### src/rtl/binarysearch_datapath_if.sv
// ---------------------------------------------------------------------------
// binarysearch_datapath_if
//
// Purpose: groups the binary-search datapath's control strobes, search key,
// RAM read port and result signals into one bundle.
//
// Signals:
//   A_in      search key, captured on load_A
//   load_A    start a new search (controller strobe)
//   set_L     bound-update strobe (controller)
//   set_R     bound-update strobe (controller)
//   set_M     midpoint strobe (controller)
//   mem_addr  RAM read address (datapath -> RAM)
//   mem_rdata RAM read data, one cycle after mem_addr (RAM -> datapath)
//   F         found, combinational, compare cycle only
//   NF        not found, combinational, compare cycle only
//   Loc       registered address of the match
//   found     registered sticky result flag
//   steps     registered compare-cycle count, saturating at 7
//
// Modports:
//   master  controller / RAM side (drives strobes, key and read data)
//   slave   datapath side (drives address and results)
// ---------------------------------------------------------------------------
interface binarysearch_datapath_if #(
    parameter int ADDR_W = 5,
    parameter int DATA_W = 8
);
    logic [DATA_W-1:0] A_in;
    logic              load_A;
    logic              set_L;
    logic              set_R;
    logic              set_M;
    logic [ADDR_W-1:0] mem_addr;
    logic [DATA_W-1:0] mem_rdata;
    logic              F;
    logic              NF;
    logic [ADDR_W-1:0] Loc;
    logic              found;
    logic [2:0]        steps;

    modport master (
        output A_in,
        output load_A,
        output set_L,
        output set_R,
        output set_M,
        output mem_rdata,
        input  mem_addr,
        input  F,
        input  NF,
        input  Loc,
        input  found,
        input  steps
    );

    modport slave (
        input  A_in,
        input  load_A,
        input  set_L,
        input  set_R,
        input  set_M,
        input  mem_rdata,
        output mem_addr,
        output F,
        output NF,
        output Loc,
        output found,
        output steps
    );
endinterface

### src/rtl/binarysearch_datapath.sv
// ---------------------------------------------------------------------------
// binarysearch_datapath
//
// Purpose: datapath of a binary search over a sorted, unsigned, synchronous
// RAM with one cycle of read latency. The controller alternates "grab"
// cycles (latch the midpoint, RAM fetches it) with "compare" cycles (the
// fetched word is compared against the key and the bounds narrow).
//
// Ports:
//   clock  rising-edge clock for all state
//   reset  asynchronous, active-low reset
//   bus    binarysearch_datapath_if.slave: strobes, key, RAM port, results
//
// Parameters:
//   ADDR_W  word-address width of the searched memory (depth 2^ADDR_W)
//   DATA_W  width of memory words and of the key
// ---------------------------------------------------------------------------
module binarysearch_datapath #(
    parameter int ADDR_W = 5,
    parameter int DATA_W = 8
) (
    input  logic                    clock,
    input  logic                    reset,
    binarysearch_datapath_if.slave  bus
);

    localparam logic [ADDR_W-1:0] R_INIT = {ADDR_W{1'b1}};

    // Saturating step counter increment: stops at 7 so an overlong
    // search cannot wrap back to a small count.
    function automatic logic [2:0] sat_inc3(input logic [2:0] v);
        return (v == 3'd7) ? v : v + 3'd1;
    endfunction

    logic [DATA_W-1:0] a_p0;
    logic [ADDR_W-1:0] l_p0;
    logic [ADDR_W-1:0] r_p0;
    logic [ADDR_W-1:0] m_p0;
    logic              found_p0;
    logic [ADDR_W-1:0] loc_p0;
    logic [2:0]        steps_p0;

    logic [ADDR_W:0]   sum_lr;
    logic [ADDR_W-1:0] mid;
    logic              do_init;
    logic              do_grab;
    logic              do_cmp;
    logic              eq;
    logic              lt;
    logic              gt;
    logic              f_c;
    logic              nf_c;

    // ---- combinational: midpoint, decode, compare ----
    always_comb begin
        // One extra bit so L+R never overflows before the halving.
        sum_lr = {1'b0, l_p0} + {1'b0, r_p0};
        mid    = sum_lr[ADDR_W:1];

        // load_A wins over every other strobe combination.
        do_init = bus.load_A;
        do_grab = bus.set_M & ~bus.set_L & ~bus.set_R & ~bus.load_A;
        do_cmp  = bus.set_M &  bus.set_L &  bus.set_R & ~bus.load_A;

        eq = (bus.mem_rdata == a_p0);
        lt = (bus.mem_rdata <  a_p0);
        gt = (bus.mem_rdata >  a_p0);

        // Not-found when the window has collapsed on the side the key
        // would have to move toward; this also guarantees L+1 / R-1 below
        // never wrap.
        f_c  = do_cmp & eq;
        nf_c = do_cmp & ~eq & ((lt & (m_p0 == r_p0)) | (gt & (m_p0 == l_p0)));
    end

    assign bus.mem_addr = mid;
    assign bus.F        = f_c;
    assign bus.NF       = nf_c;
    assign bus.Loc      = loc_p0;
    assign bus.found    = found_p0;
    assign bus.steps    = steps_p0;

    // ---- registered state ----
    always_ff @(posedge clock or negedge reset) begin
        if (!reset) begin
            a_p0     <= '0;
            l_p0     <= '0;
            r_p0     <= R_INIT;
            m_p0     <= '0;
            found_p0 <= 1'b0;
            loc_p0   <= '0;
            steps_p0 <= 3'd0;
        end else if (do_init) begin
            a_p0     <= bus.A_in;
            l_p0     <= '0;
            r_p0     <= R_INIT;
            m_p0     <= '0;
            found_p0 <= 1'b0;
            loc_p0   <= '0;
            steps_p0 <= 3'd0;
        end else if (do_grab) begin
            m_p0 <= mid;
        end else if (do_cmp) begin
            steps_p0 <= sat_inc3(steps_p0);
            if (f_c) begin
                found_p0 <= 1'b1;
                loc_p0   <= m_p0;
            end else if (nf_c) begin
                found_p0 <= 1'b0;
            end else if (lt) begin
                l_p0 <= m_p0 + ADDR_W'(1);
            end else if (gt) begin
                r_p0 <= m_p0 - ADDR_W'(1);
            end
        end
    end

endmodule

### src/flat_wrapper.sv
// flat-port wrapper written by rule: the top's interface ports become plain ports
module binarysearch_datapath_flat 
#(
    parameter int ADDR_W = 5,
    parameter int DATA_W = 8
)
  (clock, reset, bus_A_in, bus_load_A, bus_set_L, bus_set_R, bus_set_M, bus_mem_rdata, bus_mem_addr, bus_F, bus_NF, bus_Loc, bus_found, bus_steps);
  binarysearch_datapath_if #(.ADDR_W(ADDR_W), .DATA_W(DATA_W)) bus_i ();
  input  logic clock;
  input  logic reset;
  input wire logic [$bits(bus_i.A_in)-1:0] bus_A_in;
  input wire logic [$bits(bus_i.load_A)-1:0] bus_load_A;
  input wire logic [$bits(bus_i.set_L)-1:0] bus_set_L;
  input wire logic [$bits(bus_i.set_R)-1:0] bus_set_R;
  input wire logic [$bits(bus_i.set_M)-1:0] bus_set_M;
  input wire logic [$bits(bus_i.mem_rdata)-1:0] bus_mem_rdata;
  output wire logic [$bits(bus_i.mem_addr)-1:0] bus_mem_addr;
  output wire logic [$bits(bus_i.F)-1:0] bus_F;
  output wire logic [$bits(bus_i.NF)-1:0] bus_NF;
  output wire logic [$bits(bus_i.Loc)-1:0] bus_Loc;
  output wire logic [$bits(bus_i.found)-1:0] bus_found;
  output wire logic [$bits(bus_i.steps)-1:0] bus_steps;
  assign bus_i.A_in = bus_A_in;
  assign bus_i.load_A = bus_load_A;
  assign bus_i.set_L = bus_set_L;
  assign bus_i.set_R = bus_set_R;
  assign bus_i.set_M = bus_set_M;
  assign bus_i.mem_rdata = bus_mem_rdata;
  assign bus_mem_addr = bus_i.mem_addr;
  assign bus_F = bus_i.F;
  assign bus_NF = bus_i.NF;
  assign bus_Loc = bus_i.Loc;
  assign bus_found = bus_i.found;
  assign bus_steps = bus_i.steps;
  binarysearch_datapath #(.ADDR_W(ADDR_W), .DATA_W(DATA_W)) u_core (.clock(clock), .reset(reset), .bus(bus_i));
endmodule
### config.mk
export PLATFORM = sky130hd
export DESIGN_NAME = binarysearch_datapath_flat
export DESIGN_NICKNAME = d
export VERILOG_FILES = /design/src/rtl/binarysearch_datapath_if.sv /design/src/rtl/binarysearch_datapath.sv /design/src/flat_wrapper.sv
export SDC_FILE = /design/constraint.sdc
export NUM_CORES = 1
export LEC_CHECK = 0
export ABC_AREA = 1
export ABC_CLOCK_PERIOD_IN_PS = 3070
export CORE_ASPECT_RATIO = 0.9
export CORE_MARGIN = 2
export CORE_UTILIZATION = 45
export DETAILED_ROUTE_END_ITERATION = 8
export PLACE_DENSITY = 0.7
export SLEW_MARGIN = 20
export SYNTH_ARGS = -nofsm -noshare
export SYNTH_HDL_FRONTEND = slang
export SYNTH_SLANG_ARGS = --single-unit
export TNS_END_PERCENT = 5
### constraint.sdc
create_clock -name clock -period 3.07 [get_ports clock]
set_clock_uncertainty 0.05 [all_clocks]
set_input_delay 0.307 -clock clock [delete_from_list [all_inputs] [get_ports clock]]
set_output_delay 0.307 -clock clock [all_outputs]
set_load 0.05 [all_outputs]
Word-level counts from Yosys, hierarchy flattened
Cells that the tools add are included.
W data, S select, Z words.

word-level totals
  flip-flop bits (word level) = 32
  input port bits = 22
  output and inout port bits = 16
  word-level logic and storage cells = 77

cells by class
  add/sub/neg operators = 4
  $lt $le $gt $ge = 2
  equal/unequal tests = 9
  muxes and demuxes = 28
  bitwise operators = 16
  reductions and logical operators = 11

operators with widths
  cell                   number
  $mux W5                19
  $mux W3                4
  $and A1 B1 Y1          11
  $eq A5 B5 Y1           2
  $ne A2 B2 Y1 const B   5
  $reduce_bool A2 Y1     5
  $reduce_and A3 Y1      3
  $eq A8 B8 Y1           1
  $gt A8 B8 Y1           1
  $lt A8 B8 Y1           1
  $add A5 B5 Y6          1
  $reduce_and A6 Y1      1
  $add A5 B1 Y5 const B  1
  $mux W1                5
  $reduce_and A5 Y1      1
  $sub A5 B1 Y5 const B  1
  $not A1 Y1             4
  $add A3 B1 Y3 const B  1
  $eq A3 B3 Y1 const B   1
  $reduce_bool A3 Y1     1
  $or A1 B1 Y1           1

Longest topological paths before layout
Gate-level depths: netlist (run 1).

  depth after elaboration = 10
  depth in mapped cells = 15
  depth with buffers taken out = 15

Least setup slack after synthesis (run 1)
OpenSTA, ideal clock, no wires.

  path kind = reg-to-output
  from = register u_core.l_p0[0]
  to = output bus_mem_addr[1]
  arrival time = 1.702 ns
  data required time = 2.713 ns
  path slack = 1.011 ns
  cell stages (with the launch flop) = 5
  path buffers = 0
  cell sequence = dfrtp_1 nand2_1 inv_1 fa_1 xor2_1

between the ends
  cells in the longest elaborated chain, start to end = 1

ends and longest elaborated chain
  item                    RTL line                      text
  from (decl)             binarysearch_datapath.sv:36   logic [ADDR_W-1:0] l_p0;
  from (signal assigned)  binarysearch_datapath.sv:111  l_p0 <= m_p0 + ADDR_W'(1);
  $add A5 B5 Y6           binarysearch_datapath.sv:57   sum_lr = {1'b0, l_p0} + {1'b0, r_p0};
  to (decl)               flat_wrapper.sv:17            output wire logic [$bits(bus_i.mem_addr)-1:0] bus_mem_addr;

Every way passes these cells.

Worst setup path in the final report (run 1)
  from = register u_core.l_p0[0]
  to = output bus_mem_addr[3]

The elaborated chain is that of the path after synthesis.

==> results.sh, run 1 <==
export IMPL_comb_power_share=0.486
export IMPL_final_hold_viol_count=0
export IMPL_worst_endpoint_arrival_ns=2.54
export IMPL_nets=339
export IMPL_yosysTopAreaCellShare=0.3136
export IMPL_final_cells=363
export IMPL_grt_pass1_wl_um=8631
export IMPL_drtPass1Iterations=4
export IMPL_grt_pass1_vias=1786
export IMPL_synth_area_top_cells="dfrtp_1 31%, nand2_1 12%, ha_1 9.3%"
export IMPL_max_freq_mhz=344.8
export IMPL_synth_cells=260
export IMPL_port_buffers=37
export IMPL_dp_hpwl_um=3740
export IMPL_grt_max_degree=33
export IMPL_p_sw_frac=0.4342
export IMPL_setup_viol=0
export IMPL_power_switching_uw=778.2
export IMPL_status="complete, no violations"
export IMPL_relSlewSlack=0.6602
export IMPL_core_um2=4518
export IMPL_placed_cell_area_um2=2567
export IMPL_via_per_inst=5.069
export IMPL_endpoint_kind="primary output"
export IMPL_drv_slew=0
export IMPL_fin_tns_setup_ns=0
export IMPL_yosys_most_used_dff="dfrtp_1"
export IMPL_period_share=0.9448
export IMPL_synth_top_area_cell="dfrtp_1"
export IMPL_vias=1840
export IMPL_syn_area_per_cell_um2=8.287
export IMPL_tightest_slew_ns=0.5097
export IMPL_ant_nets=0
export IMPL_gr_usage_all_layers=0.2041
export IMPL_syn_area_um2=2155
export IMPL_synth_most_common_cell="nand2_1"
export IMPL_n_antenna_cell=0
export IMPL_worstSetupPathType="register to primary output"
export IMPL_regToRegSetupSlack_ns=1.12
export IMPL_final_area_um2=2658
export IMPL_hold_buffers=0
export IMPL_numClockSinks=32
export IMPL_start_kind="register"
export IMPL_die_h_um=69.65
export IMPL_drtIter0Drc=216
export IMPL_start_util=0.4769
export IMPL_cts_buffer_depth=2
export IMPL_cts_made_buffers=5
export IMPL_finalWorstSetupSlack_ns=0.1696
export IMPL_clock_root_buffer="clkbuf_8"
export IMPL_htree_levels=2
export IMPL_wl_per_cell_um=13.49
export IMPL_io_pins=38
export IMPL_clkTransAtPathRegs_ns=0.06
export IMPL_cts_tree="yes"
export IMPL_ctsResizeCount=0
export IMPL_internal_power_uw=1014
export IMPL_rows=23
export IMPL_post_cts_buffers=0
export IMPL_power_frac_seq=0.327
export IMPL_synth_distinct_cells=33
export IMPL_drc_errors=0
export IMPL_synthArstFlopShare=1.000
export IMPL_area_growth_pct=23.35
export IMPL_grt_ovfl_total=0
export IMPL_drt_wl_total_um=4898
export IMPL_antenna_found_initial=0
export IMPL_clk_latency_ns=0.29
export IMPL_p_per_area_nw_per_um2=674.4
export IMPL_min_path_type="input pin to asynchronous set/reset pin"
export IMPL_seq_area_frac_synth=0.3746
export IMPL_placedCellCount=355
export IMPL_post_route_min_period_ns=2.900
export IMPL_worst_path_max_fanout=3
export IMPL_timing_rr_start="u_core.a_p0[7]"
export IMPL_r2r_end="u_core.l_p0[1]"
export IMPL_cp_data_required_time_ns=2.71
export IMPL_die_area_um2=5358
export IMPL_ir_drop_mv=0.7078
export IMPL_rsz0062_at_grt="no"
export IMPL_max_cap_viol_count=0
export IMPL_synth_nets=299
export IMPL_synthTopCellsByCount="67 x nand2_1, 33 x inv_1, 27 x dfrtp_1"
export IMPL_power_uw=1792
export IMPL_reg2reg_depth=11
export IMPL_clkPwrFrac=0.187
export IMPL_place_congestion=0.8105
export IMPL_postSynthRegisterBits=32
export IMPL_place_ws_ns=0.4627
export IMPL_synth_warnings=0
export IMPL_die_w_um=76.94
export IMPL_synth_edf_count=0
export IMPL_p_leak_uw=0.001358
export IMPL_drive_gt1_frac=0.1395
==> routing by layer <==
metal	global-route usage	wire [µm]	part of all wire	up-vias
met5	0	0	0	-
li1	-	-	-	921
met1	0.2880	2319	0.47	853
met4	0.04848	47	0.0096	0
met2	0.3158	2221	0.45	61
met3	0.04948	309	0.063	5
==> area by class of cell <==
class                      count  area (µm²)
tap                           62       77.57
clock buffer                   8       90.09
timing repair buffer          40       400.4
sequential                    32       807.0
inverter                      36       137.6
fill                         420        1861
multi-input combinational    185        1145
==> critical path, cell delays in order, from the launching register on <==
cell and delay (ns):
dfrtp_1 0.41, nand2_1 0.10, inv_1 0.05, fa_1 0.40, a21oi_1 0.17, o21ai_0 0.11, xor2_1 0.16, inv_1 0.06
clkdlybuf4s50_1 0.79
==> metrics by stage <==
step | hold WS, ns | utilization
floorplan | -0.03859 | -
global placement | 0.4140 | 0.5683
detailed placement | 0.4168 | 0.5683
CTS | 0.3890 | 0.5882
global route | 0.4170 | 0.5882
finish | 0.3649 | 0.5882
==> power by group through the flow <==
stage	logic (µW)	registers [µW]	clock network, µW
2_1_floorplan	657	565	0
3_3_place_gp	856	587	0
3_5_place_dp	864	591	0
4_1_cts	871	584	341
5_1_grt	956	597	366
6_report	871	586	335
==> layout by cell type (no fill, tap or decap), drive strengths merged, types with 4 or more instances in the layout <==
master          n
nand2          75
inv            36
clkdlybuf4s50  35
dfrtp          27
o21ai          23
nor2           18
ha             16
nand3          15
nand4          12
clkbuf          8
a21oi           7
xnor2           7
dfstp           5
buf             5
xor2            4
==> cell families after synthesis <==
family | share of synthesized area
xor gates and xnor gates | 0.05691
DFF | 0.3746
adders and majority gates | 0.1022
AOI/OAI and AO/OA | 0.09873
buffers and inverters | 0.09407
and+or+nand+nor | 0.2735
==> how the worst max path moves through the flow <==
stage,from,end,cells after the start
final,u_core.l_p0[0],bus_mem_addr[3],8
after global routing,u_core.l_p0[2],bus_mem_addr[4],8
after CTS,u_core.l_p0[0],bus_mem_addr[3],8
after detailed placement,u_core.l_p0[0],bus_mem_addr[3],8
after global placement,u_core.l_p0[0],bus_mem_addr[3],8
after floorplan,u_core.l_p0[0],bus_mem_addr[1],4
==> flip-flops by register name (all words and copies together), names as in the netlist <==
| signal | count |
|---|---|
| u_core.a_p0 | 8 |
| u_core.bus.Loc | 5 |
| u_core.l_p0 | 5 |
| u_core.m_p0 | 5 |
| u_core.r_p0 | 5 |
| u_core.bus.steps | 3 |
| u_core.bus.found | 1 |
Power figures use the tool's default switching activity.
==> run 2: changes to the inputs <==
- CORE_ASPECT_RATIO: 0.9 -> not set
- CORE_UTILIZATION: 45 -> 57
- PLACE_DENSITY: 0.7 -> 0.85
==> run 2 against run 1 <==
  * Critical path depth unchanged
  * Die area is 20% lower
  * Final cell count decreased by 4.1%
  * Total power decreased by 2.9%
==> results.sh, run 2 (synthesized netlist as in run 1, its figures left out) <==
export IMPL_drt_wl_total_um=4569
export IMPL_p_leak_uw=0.001351
export IMPL_numClockSinks=32
export IMPL_placed_cell_area_um2=2550
export IMPL_start_util=0.5885
export IMPL_ctsResizeCount=0
export IMPL_htree_levels=2
export IMPL_layout_common_cells="67 x nand2_1, 35 x clkdlybuf4s50_1, 33 x inv_1"
export IMPL_cts_buffer_depth=2
export IMPL_drtPass1Iterations=4
export IMPL_p_per_area_nw_per_um2=662.4
export IMPL_rows=22
export IMPL_worstSetupPathType="register to primary output"
export IMPL_wl_per_cell_um=13.13
export IMPL_area_growth_pct=21.89
export IMPL_die_w_um=65.48
export IMPL_grt_ovfl_total=0
export IMPL_max_freq_mhz=347.3
export IMPL_post_route_min_period_ns=2.879
export IMPL_place_congestion=0.9596
export IMPL_path_cells="nand2_1 -> inv_1 -> fa_1 -> a21oi_1 -> o21ai_0 -> xor2_1 -> inv_1 -> clkdlybuf4s50_1"
export IMPL_cts_tree="yes"
export IMPL_crit_buf_inv=3
export IMPL_worst_path_max_fanout=3
export IMPL_final_area_um2=2626
export IMPL_clock_root_buffer="clkbuf_8"
export IMPL_endpoint_kind="primary output"
export IMPL_cp_top_family="buffers and inverters"
export IMPL_grt_pass1_wl_um=7990
export IMPL_slowest_delay_ns=0.79
export IMPL_nets=339
export IMPL_drive_gt1_frac=0.1367
export IMPL_cp_data_required_time_ns=2.71
export IMPL_clk_latency_ns=0.28
export IMPL_vias=1849
export IMPL_setup_viol=0
export IMPL_drv_slew=0
export IMPL_drc_errors=0
export IMPL_n_antenna_cell=0
export IMPL_cts_made_buffers=5
export IMPL_grt_pass1_vias=1755
export IMPL_relSlewSlack=0.6644
export IMPL_tightest_slew_ns=0.5018
export IMPL_rsz0062_at_grt="no"
export IMPL_via_per_inst=5.313
export IMPL_gr_usage_all_layers=0.2472
export IMPL_final_cells=348
export IMPL_cp_common_cell="inv_1"
export IMPL_dp_hpwl_um=3505
export IMPL_largest_reg_flops=8
export IMPL_regMostFlops="u_core.a_p0"
export IMPL_slowest_stage="clkdlybuf4s50_1"
export IMPL_fin_tns_setup_ns=0
export IMPL_ant_nets=0
export IMPL_final_common_cell="nand2_1"
export IMPL_drtIter0Drc=99
export IMPL_placedCellCount=341
export IMPL_core_um2=3661
export IMPL_start_kind="register"
export IMPL_port_buffers=37
export IMPL_min_path_type="input pin to asynchronous set/reset pin"
export IMPL_final_hold_viol_count=0
export IMPL_die_area_um2=4288
export IMPL_period_share=0.9379
export IMPL_fin_util=0.7174
export IMPL_status="complete, no violations"
export IMPL_post_cts_buffers=0
export IMPL_clkTransAtPathRegs_ns=0.06
export IMPL_max_cap_viol_count=0
export IMPL_antenna_found_initial=0
export IMPL_grt_max_degree=33
export IMPL_die_h_um=65.48
export IMPL_worst_endpoint_arrival_ns=2.52
export IMPL_hold_buffers=0
export IMPL_io_pins=38
export IMPL_ir_drop_mv=0.6146
run 2: changes by cell type in the layout (fill, tap and decap cells not counted):
cell	delta
clkbuf_8	-1
run 2: report_power, final:
| group | switching (µW) | leakage [µW] | internal (µW) |
|---|---|---|---|
| Clock | 139 | 0.0000383 | 156 |
| Sequential | 86.3 | 0.000409 | 498 |
| Combinational | 527 | 0.000904 | 333 |
| Total | 753 | 0.00135 | 987 |
run 2: path summary, 6_finish.rpt:
path,to,cells past startpoint,slack (ns),from
setup reg to reg,u_core.l_p0[4],11,1.15,u_core.a_p0[7]
min in group clock,u_core.bus.Loc[4],2,0.43,u_core.bus.Loc[4]
setup / recovery,bus_mem_addr[3],8,0.19,u_core.l_p0[0]
max in group asynchronous,u_core.r_p0[4],2,2.27,reset
hold reg to reg,u_core.bus.Loc[4],2,0.43,u_core.bus.Loc[4]
hold / removal,u_core.bus.steps[1],2,0.37,reset
run 2: area by class of cell:
type                            instances  area [µm²]
Inverter                               36       137.6
Tap cell                               48       60.06
Sequential cell                        32       807.0
Multi-Input combinational cell        185        1145
Clock buffer                            7       76.32
Timing Repair Buffer                   40       400.4
Fill cell                             300        1035
run 2: worst reg2reg max path: stages, from the launching register on:
cell and delay, ns:
dfrtp_1 0.36, inv_1 0.06, ha_1 0.25, a21o_1 0.20
nor2_2 0.19, nand2_4 0.09, nand3_2 0.07, nand2_2 0.06
nand2_4 0.15, nand3_2 0.17, nand2_1 0.10, nand2_1 0.06
run 2: layer usage:
metal | up-vias | wire length [µm] | track usage
li1 | 921 | - | -
met1 | 860 | 2072 | 0.3199
met2 | 58 | 2159 | 0.4005
met3 | 10 | 266 | 0.07192
met4 | 0 | 70 | 0.07813
met5 | - | 0 | 0
run 2: per-stage QoR:
step | total power, µW | hold WS (ns) | setup WS [ns]
after detailed placement | 1438 | 0.4213 | 0.4819
after floorplan | 1222 | -0.03859 | 1.011
after global routing | 1862 | 0.4060 | 0.03358
final | 1740 | 0.3651 | 0.1907
after CTS | 1749 | 0.3771 | 0.1783
after global placement | 1427 | 0.4129 | 0.5152
==> run 3: changes to the inputs <==
- SLEW_MARGIN: 20 -> not set
==> results of run 3 <==
The final DEF is identical to that of run 2; final timing and power are the same.
